$ cat config.mk
export PLATFORM = sky130hd
export DESIGN_NAME = golden_nonce_uart_tx
export DESIGN_NICKNAME = d
export VERILOG_FILES = /design/src/rtl/golden_nonce_uart_tx.sv
export SDC_FILE = /design/constraint.sdc
export NUM_CORES = 1
export LEC_CHECK = 0
export CELL_PAD_IN_SITES_DETAIL_PLACEMENT = 0
export CELL_PAD_IN_SITES_GLOBAL_PLACEMENT = 1
export CORE_MARGIN = 8
export CORE_UTILIZATION = 40
export DETAILED_ROUTE_END_ITERATION = 12
export PLACE_DENSITY_LB_ADDON = 0.1
export SYNTH_ARGS = -nofsm -noshare
export SYNTH_HDL_FRONTEND = slang
export SYNTH_SLANG_ARGS = --single-unit
export TNS_END_PERCENT = 20
$ cat constraint.sdc
create_clock -name clk -period 7.8 [get_ports clk]
set_clock_uncertainty 0.2 [all_clocks]
set_input_delay 2.34 -clock clk [delete_from_list [all_inputs] [get_ports clk]]
set_output_delay 2.34 -clock clk [all_outputs]
set_load 0.01 [all_outputs]
$ cat src/rtl/golden_nonce_uart_tx.sv
// Queues newly reported golden nonces and sends each one MSB byte first over an 8N1 UART line.
// Build option: CONFIG_TX_SYNC_BYTE_EN prefixes every packet with a 0x55 sync byte.
module golden_nonce_uart_tx #(
    parameter int BAUD_DIV  = 434,
    parameter int FIFO_LOG2 = 2
) (
    input  logic        clk,
    input  logic        reset_n,
    input  logic [31:0] golden_nonce,
    output logic        tx_serial,
    output logic        tx_busy,
    output logic        overflow
);

    localparam int          DEPTH       = 1 << FIFO_LOG2;
    localparam logic [15:0] BAUD_RELOAD = 16'(BAUD_DIV - 1);
`ifdef CONFIG_TX_SYNC_BYTE_EN
    localparam logic [2:0]  LAST_BYTE   = 3'd4;
`else
    localparam logic [2:0]  LAST_BYTE   = 3'd3;
`endif

    typedef enum logic [1:0] {IDLE, START, DATA, STOP} state_t;

    state_t             state_reg, state_next;
    logic [15:0]        baud_reg, baud_next;
    logic [2:0]         bit_reg, bit_next;
    logic [2:0]         byte_reg, byte_next;
    logic [31:0]        pkt_reg, pkt_next;
    logic [31:0]        nonce_prev_reg;
    logic               overflow_reg;
    logic [FIFO_LOG2:0] wr_ptr_reg, rd_ptr_reg;
    logic [31:0]        mem [DEPTH];

    logic               fifo_empty, fifo_full;
    logic               new_nonce, push, pop, drop;
    logic [7:0]         cur_byte;

    assign fifo_empty = (wr_ptr_reg == rd_ptr_reg);
    assign fifo_full  = (wr_ptr_reg[FIFO_LOG2] != rd_ptr_reg[FIFO_LOG2]) &&
                        (wr_ptr_reg[FIFO_LOG2-1:0] == rd_ptr_reg[FIFO_LOG2-1:0]);

    assign new_nonce = (golden_nonce != nonce_prev_reg) && (golden_nonce != 32'd0);
    assign pop       = (state_reg == IDLE) && !fifo_empty;
    // A simultaneous pop frees the slot, so a full FIFO can still accept the new nonce.
    assign push      = new_nonce && (!fifo_full || pop);
    assign drop      = new_nonce && fifo_full && !pop;

    always_ff @(posedge clk) begin
        if (push) begin
            mem[wr_ptr_reg[FIFO_LOG2-1:0]] <= golden_nonce;
        end
    end

    always_comb begin
        cur_byte = pkt_reg[7:0];
`ifdef CONFIG_TX_SYNC_BYTE_EN
        case (byte_reg)
            3'd0:    cur_byte = 8'h55;
            3'd1:    cur_byte = pkt_reg[31:24];
            3'd2:    cur_byte = pkt_reg[23:16];
            3'd3:    cur_byte = pkt_reg[15:8];
            default: cur_byte = pkt_reg[7:0];
        endcase
`else
        case (byte_reg)
            3'd0:    cur_byte = pkt_reg[31:24];
            3'd1:    cur_byte = pkt_reg[23:16];
            3'd2:    cur_byte = pkt_reg[15:8];
            default: cur_byte = pkt_reg[7:0];
        endcase
`endif
    end

    always_comb begin
        state_next = state_reg;
        baud_next  = baud_reg;
        bit_next   = bit_reg;
        byte_next  = byte_reg;
        pkt_next   = pkt_reg;
        case (state_reg)
            IDLE: begin
                if (!fifo_empty) begin
                    pkt_next   = mem[rd_ptr_reg[FIFO_LOG2-1:0]];
                    byte_next  = 3'd0;
                    baud_next  = BAUD_RELOAD;
                    state_next = START;
                end
            end
            START: begin
                if (baud_reg == 16'd0) begin
                    baud_next  = BAUD_RELOAD;
                    bit_next   = 3'd0;
                    state_next = DATA;
                end else begin
                    baud_next = baud_reg - 16'd1;
                end
            end
            DATA: begin
                if (baud_reg == 16'd0) begin
                    baud_next = BAUD_RELOAD;
                    if (bit_reg == 3'd7) begin
                        state_next = STOP;
                    end else begin
                        bit_next = bit_reg + 3'd1;
                    end
                end else begin
                    baud_next = baud_reg - 16'd1;
                end
            end
            STOP: begin
                if (baud_reg == 16'd0) begin
                    if (byte_reg == LAST_BYTE) begin
                        state_next = IDLE;
                    end else begin
                        byte_next  = byte_reg + 3'd1;
                        baud_next  = BAUD_RELOAD;
                        state_next = START;
                    end
                end else begin
                    baud_next = baud_reg - 16'd1;
                end
            end
            default: state_next = IDLE;
        endcase
    end

    always_ff @(posedge clk or negedge reset_n) begin
        if (!reset_n) begin
            state_reg      <= IDLE;
            baud_reg       <= 16'd0;
            bit_reg        <= 3'd0;
            byte_reg       <= 3'd0;
            pkt_reg        <= 32'd0;
            nonce_prev_reg <= 32'd0;
            overflow_reg   <= 1'b0;
            wr_ptr_reg     <= '0;
            rd_ptr_reg     <= '0;
        end else begin
            state_reg      <= state_next;
            baud_reg       <= baud_next;
            bit_reg        <= bit_next;
            byte_reg       <= byte_next;
            pkt_reg        <= pkt_next;
            nonce_prev_reg <= golden_nonce;
            if (drop) begin
                overflow_reg <= 1'b1;
            end
            if (push) begin
                wr_ptr_reg <= wr_ptr_reg + 1'b1;
            end
            if (pop) begin
                rd_ptr_reg <= rd_ptr_reg + 1'b1;
            end
        end
    end

    // Line level is decoded from the state so an asynchronous reset forces it high at once.
    always_comb begin
        tx_serial = 1'b1;
        case (state_reg)
            START:   tx_serial = 1'b0;
            DATA:    tx_serial = cur_byte[bit_reg];
            default: tx_serial = 1'b1;
        endcase
    end

    assign tx_busy  = (state_reg != IDLE) || !fifo_empty;
    assign overflow = overflow_reg;

endmodule
# After elaboration in Yosys (flattened, before gate mapping)
# Memories as Yosys holds them, arrays and structs flattened. A register that Yosys moved wholly into a read port is not among the register bits.
# Cells that the tools add are included.
dict set report word_totals {
  regBits 63
  ram_bits 128
  inputBits 34
  output_inout_bits 3
  word_cells 86
  n_memories 1
}
dict set report op_classes {
  add_sub_neg 5
  order_cmp 1
  eq_ne 19
  n_mux 26
  bitwise 1
  reduce_logical 25
}
# memory words width read_ports rd_ports_with_merged_regs write_ports line_no
set mem_list {}
lappend mem_list {mem 4 32 1 1 1 33} ;# logic [31:0] mem [DEPTH];
# op count
set op_table {}
lappend op_table {{2-to-1 mux 16 bit} 4}
lappend op_table {{one-hot mux 16 bit (3 select lines)} 1}
lappend op_table {{!= test 32 bit} 1}
lappend op_table {{nonzero test 32 bit} 1}
lappend op_table {{one-hot mux 8 bit (3 select lines)} 1}
lappend op_table {{2-to-1 mux 3 bit} 6}
lappend op_table {{logical NOT 16 bit} 1}
lappend op_table {{subtractor 16 x 1 -> 16 bit (second input constant)} 1}
lappend op_table {{!= test 2 bit (second input constant)} 7}
lappend op_table {{adder 3 x 1 -> 3 bit (second input constant)} 4}
lappend op_table {{one-hot mux 3 bit (2 select lines)} 2}
lappend op_table {{2-to-1 mux 2 bit} 5}
lappend op_table {{one-hot mux 2 bit (4 select lines)} 1}
lappend op_table {{AND reduction 4 bit} 2}
lappend op_table {{== test 3 x 2 -> 1 bit (second input constant)} 2}
lappend op_table {{logical AND 1 bit} 6}
lappend op_table {{nonzero test 2 bit} 3}
lappend op_table {{AND reduction 5 bit} 1}
lappend op_table {{== test 2 bit (second input constant)} 2}
lappend op_table {{logical NOT 1 bit} 4}
lappend op_table {{< comparator 3 x 4 -> 1 bit (second input constant)} 1}
lappend op_table {{2-to-1 mux 1 bit} 4}
lappend op_table {{AND reduction 2 bit} 2}
lappend op_table {{binary-select mux 1 bit (select 3 bit)} 1}
lappend op_table {{other kinds (13)} 14}

# Depth between registers and ports, before layout
dict set report logic_depth {
  word_depth 7
  depth_mapped 9
  depth_no_buf 7
}

# Least setup slack after synthesis
# Ideal clock, no wire load.
dict set report synth_timing {
  kind {input to register}
  start {input golden_nonce[17]}
  end {memory mem[3][0], enable pin}
  setup_ps 475
  t_arrival_ps 5161
  t_required_ps 7125
  setup_slack_ps 1965
  cell_stages 4
  n_path_buf 0
  path_cell_list {xnor2_1 -> nand4_1 -> nor4_1 -> a211oi_1}
}
dict set report synth_between {
  elab_chain_cells 5
  word_cells_on_any_way 6
  classes_between {eq/ne: 1; mux: 2; reduce/logical: 3}
}
# item line_no
set synth_lines {}
lappend synth_lines {{start: declaration} 9} ;# input logic [31:0] golden_nonce,
lappend synth_lines {{!= test 32 bit / nonzero test 32 bit (equally long branches)} 43} ;# assign new_nonce = (golden_nonce != nonce_prev_reg) && (golden_nonce != 32'd0);
lappend synth_lines {{logical AND 1 bit *} 43}
lappend synth_lines {{logical AND 1 bit *} 46} ;# assign push = new_nonce && (!fifo_full || pop);
lappend synth_lines {{2-to-1 mux 1 bit *} 50} ;# if (push) begin
lappend synth_lines {{2-to-1 mux 1 bit (implied by the code) *} 51} ;# mem[wr_ptr_reg[FIFO_LOG2-1:0]] <= golden_nonce;
lappend synth_lines {{end: declaration} 33}
# Every way passes the cells marked *; elsewhere a longest branch is shown, timed or not.

# Worst setup path in the final report
dict set report layout_timing {
  start {register byte_reg[0]}
  end {output tx_serial}
}
dict set report layout_between {
  elab_chain_cells 5
  word_cells_on_any_way 7
  classes_between {eq/ne: 2; mux: 4; reduce/logical: 1}
}
# item line_no
set layout_lines {}
lappend layout_lines {{start: declaration} 28} ;# logic [2:0] byte_reg, byte_next;
lappend layout_lines {{start signal: assignment} 143} ;# byte_reg <= byte_next;
lappend layout_lines {{== test 3 x 2 -> 1 bit, or another cell as far along} 66} ;# case (byte_reg)
lappend layout_lines {{one-hot mux 8 bit (3 select lines) *} 66}
lappend layout_lines {{binary-select mux 1 bit (select 3 bit) *} 163} ;# DATA: tx_serial = cur_byte[bit_reg];
lappend layout_lines {{2-to-1 mux 1 bit (implied by the code) *} 163}
lappend layout_lines {{one-hot mux 1 bit (2 select lines) *} 161} ;# case (state_reg)
lappend layout_lines {{end: declaration} 10} ;# output logic tx_serial,
# Every way passes the cells marked *; elsewhere a longest branch is shown, timed or not. The select of a mux whose other input is x is not followed.

==> impl_summary.txt <==
----------------------------------------------------
[Run status]
  Result of the run ... finished, final reports clean

[Finish]
  Number of non-filler instances in the completed layout ... 918
  Final Cell Area ... 0.0107 mm^2
  Fillers ... approximately 2000
  Area growth from synthesis to layout ... 15.6%
  Flip-flop count of the largest register, all copies and words added ... 128
  Layout net count ... approximately 670
  Proportion of layout cells with a drive suffix above 1 ... about a fifth
  Antenna diode instance count ... 0

[Route]
  Per-cell via count in the routed design ... 5.47
  Total number of vias ... around 5000
  Post-detailed-route count of antenna-violating nets ... 0
  Routed WL ... 20.1 mm
  DR WL/cell ... 21.9 um
  DRC marker count from the first detailed-route iteration ... 341
  First drt pass iteration count ... 4
  Final routed DRC violation total ... 0

[Global route]
  Global-route total usage across every layer ... 14.6%
  Number of antenna violations at the first check in global routing ... 0
  Wire length of the first global-routing pass ... ~32 mm
  Number of global-route vias before repair ... ~5500
  Total grt overflow ... 0
  Maximum number of pins on one net before global-route repair ... 61

[Placement]
  Placed Area ... 0.00998 mm^2
  Input/output buffers ... 36
  DPL Wire Length ... 13.6 mm
  Placed Cells ... ~870
  Final weighted congestion in routability-driven placement ... 0.752

[Worst hold path]
  Worst min-delay path category ... register to register
  Min-delay src ... wr_ptr_reg[2]

[Setup path]
  Data arrival, critical path ... between 3 and 4 ns
  Critical path launch point ... byte_reg[0]
  Crit Reg-Reg Startpoint ... rd_ptr_reg[1]
  Cell Chain, Critical Path ... inv_1 -> ha_1 -> a222oi_1 -> mux2i_1 -> o211ai_1 -> o211ai_1 -> a41o_1 -> clkdlybuf4s50_1
  Peak per-stage delay on the critical path ... 0.57 ns
  CP Max Fanout ... 9
  Worst path bufs/invs ... 2
  Largest delay contributor family on the critical path ... compound AO/OA/AOI/OAI gates
  Crit Path Class ... register to primary output
  Critical path required time ... between 5 and 6 ns
  Critical path endpoint category ... primary output
  Startpoint kind of the worst setup timing path ... register
  Cell with the largest stage delay on the worst path ... sky130_fd_sc_hd__a222oi_1
  Dominant cell type by count on the critical path ... sky130_fd_sc_hd__o211ai_1

[Timing]
  Final hold violation count ... 0
  Final worst path period need ... 5.66 ns
  Setup-violating endpoint count in the final report ... 0
  Worst-margin pin slew ... 0.964 ns
  Worst-case headroom to the max-slew limit ... 35.1%
  Final total negative setup slack ... 0 ns
  Setup repair after global routing missed its margin ... no
  Fmax ... 177 MHz
  Share of the clock period used by the worst path after layout ... 72.6%
  Final max-slew violation count ... 0

[Yosys]
  Top-area cell type share of the netlist area ... 41.3%
  Average footprint of a synthesized cell ... 16.4 um^2
  Post-Syn Instances ... 566
  Post-synth EDFFs ... about 130
  Part of the Yosys area used for sequential elements ... 66.9%
  Syn nets ... 618
  Synthesized area ... 0.00930 mm^2
  Yosys Warn Count ... 0
  Flip-flop and latch count after synthesis ... 223
  Top cells by area, synth ... sky130_fd_sc_hd__edfxtp_1 41%, sky130_fd_sc_hd__dfrtp_1 26%, sky130_fd_sc_hd__mux4_2 7.8%
  Post-synth cell types ... 60
  Share of flip-flops with an asynchronous set or reset after synthesis ... between 40% and 50%
  Most frequently used flop master after synthesis ... sky130_fd_sc_hd__edfxtp_1
  Yosys top cell by area ... sky130_fd_sc_hd__edfxtp_1

[Power and ir drop]
  Standby leakage power ... roughly 3.8 nW
  Clock power share ... roughly 33%
  Internal Pwr Total ... approximately 2.4 mW
  Switching power total ... around 0.88 mW
  Total power draw ... roughly 3.3 mW
  Worst vdd rail ir drop ... around 0.00017 V
  Sequential share of power ... 45.9%
  Net switching share of the total power ... a little over a quarter
  Power density of the placed cells ... between 300 and 400 mW/mm^2
  Logic gate share of total power ... 20.7%

[CTS]
  Library cell used as clock root buffer ... sky130_fd_sc_hd__clkbuf_16
  Number of buffers inserted by hold repair at cts ... 0
  Clock tree from TritonCTS ... yes
  Clock network latency to the later pin of the worst-skew pair ... around 0.52 ns
  Number of post-CTS setup repair buffers ... 0
  Number of buffers created by CTS ... 25
  Clock-pin slew of the registers on the worst-case setup and hold paths ... 0.06 ns
  H-tree Lvls ... 1
  Number of gates given a new drive strength after cts ... 0
  Maximum clock insertion buffer count ... 3
  CTS sink count ... 223

[Die]
  Width of the die ... 168 um
  Std-Cell Core Area ... 0.0227 mm^2
  Initial core utilization ... 40.9%
  Chip height ... 168 um
  Placement Rows ... 55
  Ports ... 37
  Area of the die ... 0.0284 mm^2

[Job]
  Max-capacitance violation count ... 0

----------------------------------------------------
==> final cells by class <==
type	instances	area (um^2)	share of cell area [%]
clock buffer	31	658	6.13
clock inverter	15	108	1.00
inverter	16	60.1	0.559
multi-input combinational	304	2920	27.2
sequential	223	6220	57.9
tap	285	357	3.32
timing repair buffer	44	418	3.89
==> cell usage in the layout (no fill, tap or decap), drive strengths merged, types with 3 or more instances in the layout <==
| master | instances |
|---|---|
| a22o | 6 |
| dfrtp | 95 |
| inv | 17 |
| a21oi | 14 |
| o211ai | 4 |
| nor2 | 10 |
| nand2 | 13 |
| clkdlybuf4s50 | 35 |
| clkbuf | 31 |
| mux2i | 4 |
| nor2b | 3 |
| mux4 | 32 |
| edfxtp | 128 |
| o31ai | 5 |
| or3 | 13 |
| a211oi | 6 |
| and2 | 4 |
| o21ai | 16 |
| xnor2 | 38 |
| clkinv | 11 |
| nand3 | 9 |
| buf | 9 |
| nand4 | 14 |
| nor3 | 7 |
| a222oi | 6 |
| nor4 | 14 |
| mux2 | 35 |
| nand2b | 3 |
| ha | 18 |
| or2 | 4 |
==> cell usage after synthesis (2+ instances only) <==
library cell	instances
sky130_fd_sc_hd__a211oi_1	6
sky130_fd_sc_hd__a21oi_1	14
sky130_fd_sc_hd__a222oi_1	6
sky130_fd_sc_hd__a22o_1	6
sky130_fd_sc_hd__a22oi_1	2
sky130_fd_sc_hd__a31oi_1	2
sky130_fd_sc_hd__and2_1	4
sky130_fd_sc_hd__and3_1	2
sky130_fd_sc_hd__buf_1	2
sky130_fd_sc_hd__buf_2	6
sky130_fd_sc_hd__clkbuf_1	12
sky130_fd_sc_hd__dfrtp_1	95
sky130_fd_sc_hd__edfxtp_1	128
sky130_fd_sc_hd__ha_1	18
sky130_fd_sc_hd__inv_1	16
sky130_fd_sc_hd__mux2_2	35
sky130_fd_sc_hd__mux2i_1	4
sky130_fd_sc_hd__mux4_2	32
sky130_fd_sc_hd__nand2_1	13
sky130_fd_sc_hd__nand2b_1	2
sky130_fd_sc_hd__nand3_1	9
sky130_fd_sc_hd__nand4_1	12
sky130_fd_sc_hd__nand4b_1	2
sky130_fd_sc_hd__nor2_1	9
sky130_fd_sc_hd__nor2b_1	3
sky130_fd_sc_hd__nor3_1	7
sky130_fd_sc_hd__nor4_1	12
sky130_fd_sc_hd__o211ai_1	4
sky130_fd_sc_hd__o21a_1	2
sky130_fd_sc_hd__o21ai_0	16
sky130_fd_sc_hd__o31ai_1	4
sky130_fd_sc_hd__or2_2	4
sky130_fd_sc_hd__or3_1	12
sky130_fd_sc_hd__or4_1	2
sky130_fd_sc_hd__xnor2_1	38
==> final timing paths <==
kind / to / slack [ns] / depth (start not counted)
min in group asynchronous: byte_reg[0] / 1.59 / 1
max: tx_serial / 2.14 / 8
min: wr_ptr_reg[2] / 0.29 / 1
min reg2reg: wr_ptr_reg[2] / 0.29 / 1
max in group asynchronous: nonce_prev_reg[26] / 4.62 / 2
max reg2reg: mem[1][23] / 4.60 / 7
==> worst register-to-register path, cell delays in order (launching register included) <==
cell and delay, ns:
sky130_fd_sc_hd__dfrtp_1 0.34, sky130_fd_sc_hd__buf_4 0.44, sky130_fd_sc_hd__xnor2_1 0.22, sky130_fd_sc_hd__nand2_1 0.12
sky130_fd_sc_hd__nor3_1 0.10, sky130_fd_sc_hd__a211oi_1 0.60, sky130_fd_sc_hd__and2_1 0.35, sky130_fd_sc_hd__buf_4 0.45
==> layer usage <==
metal	vias up	routed length, um	global-route usage [%]
met5	-	0	0
met1	2619	8870	18.8
met4	0	407	3.73
met3	30	634	2.58
li1	2301	-	-
met2	74	10200	25.3
==> cell families (layout without fill, tap and decap cells) <==
logic type | count (synthesis) | count (layout) | synth area share (%)
compound gates | 71 | 71 | 5.44
buf+inv | 39 | 106 | 1.79
xor+xnor | 39 | 39 | 3.67
simple gates | 105 | 105 | 7.33
mux | 71 | 71 | 12.4
flops | 223 | 223 | 66.9
fa+ha+maj | 18 | 18 | 2.42
==> per-stage QoR <==
step	hold WS, ns	util [%]	worst slack [ns]
6_report	0.288	47.3	2.14
4_1_cts	0.289	47.3	2.13
2_1_floorplan	0.262	-	1.96
5_1_grt	0.316	47.3	1.96
3_3_place_gp	0.275	43.9	2.06
3_5_place_dp	0.278	43.9	2.00
==> power groups by stage <==
| stage | Sequential (mW) | Combinational, mW | Clock, mW |
|---|---|---|---|
| after floorplan | 1.49 | 0.466 | 0 |
| after global placement | 1.52 | 0.680 | 0 |
| after detailed placement | 1.52 | 0.690 | 0 |
| after CTS | 1.50 | 0.691 | 1.13 |
| after global routing | 1.51 | 0.732 | 1.17 |
| final | 1.50 | 0.675 | 1.09 |
Power figures use the tool's default switching activity.
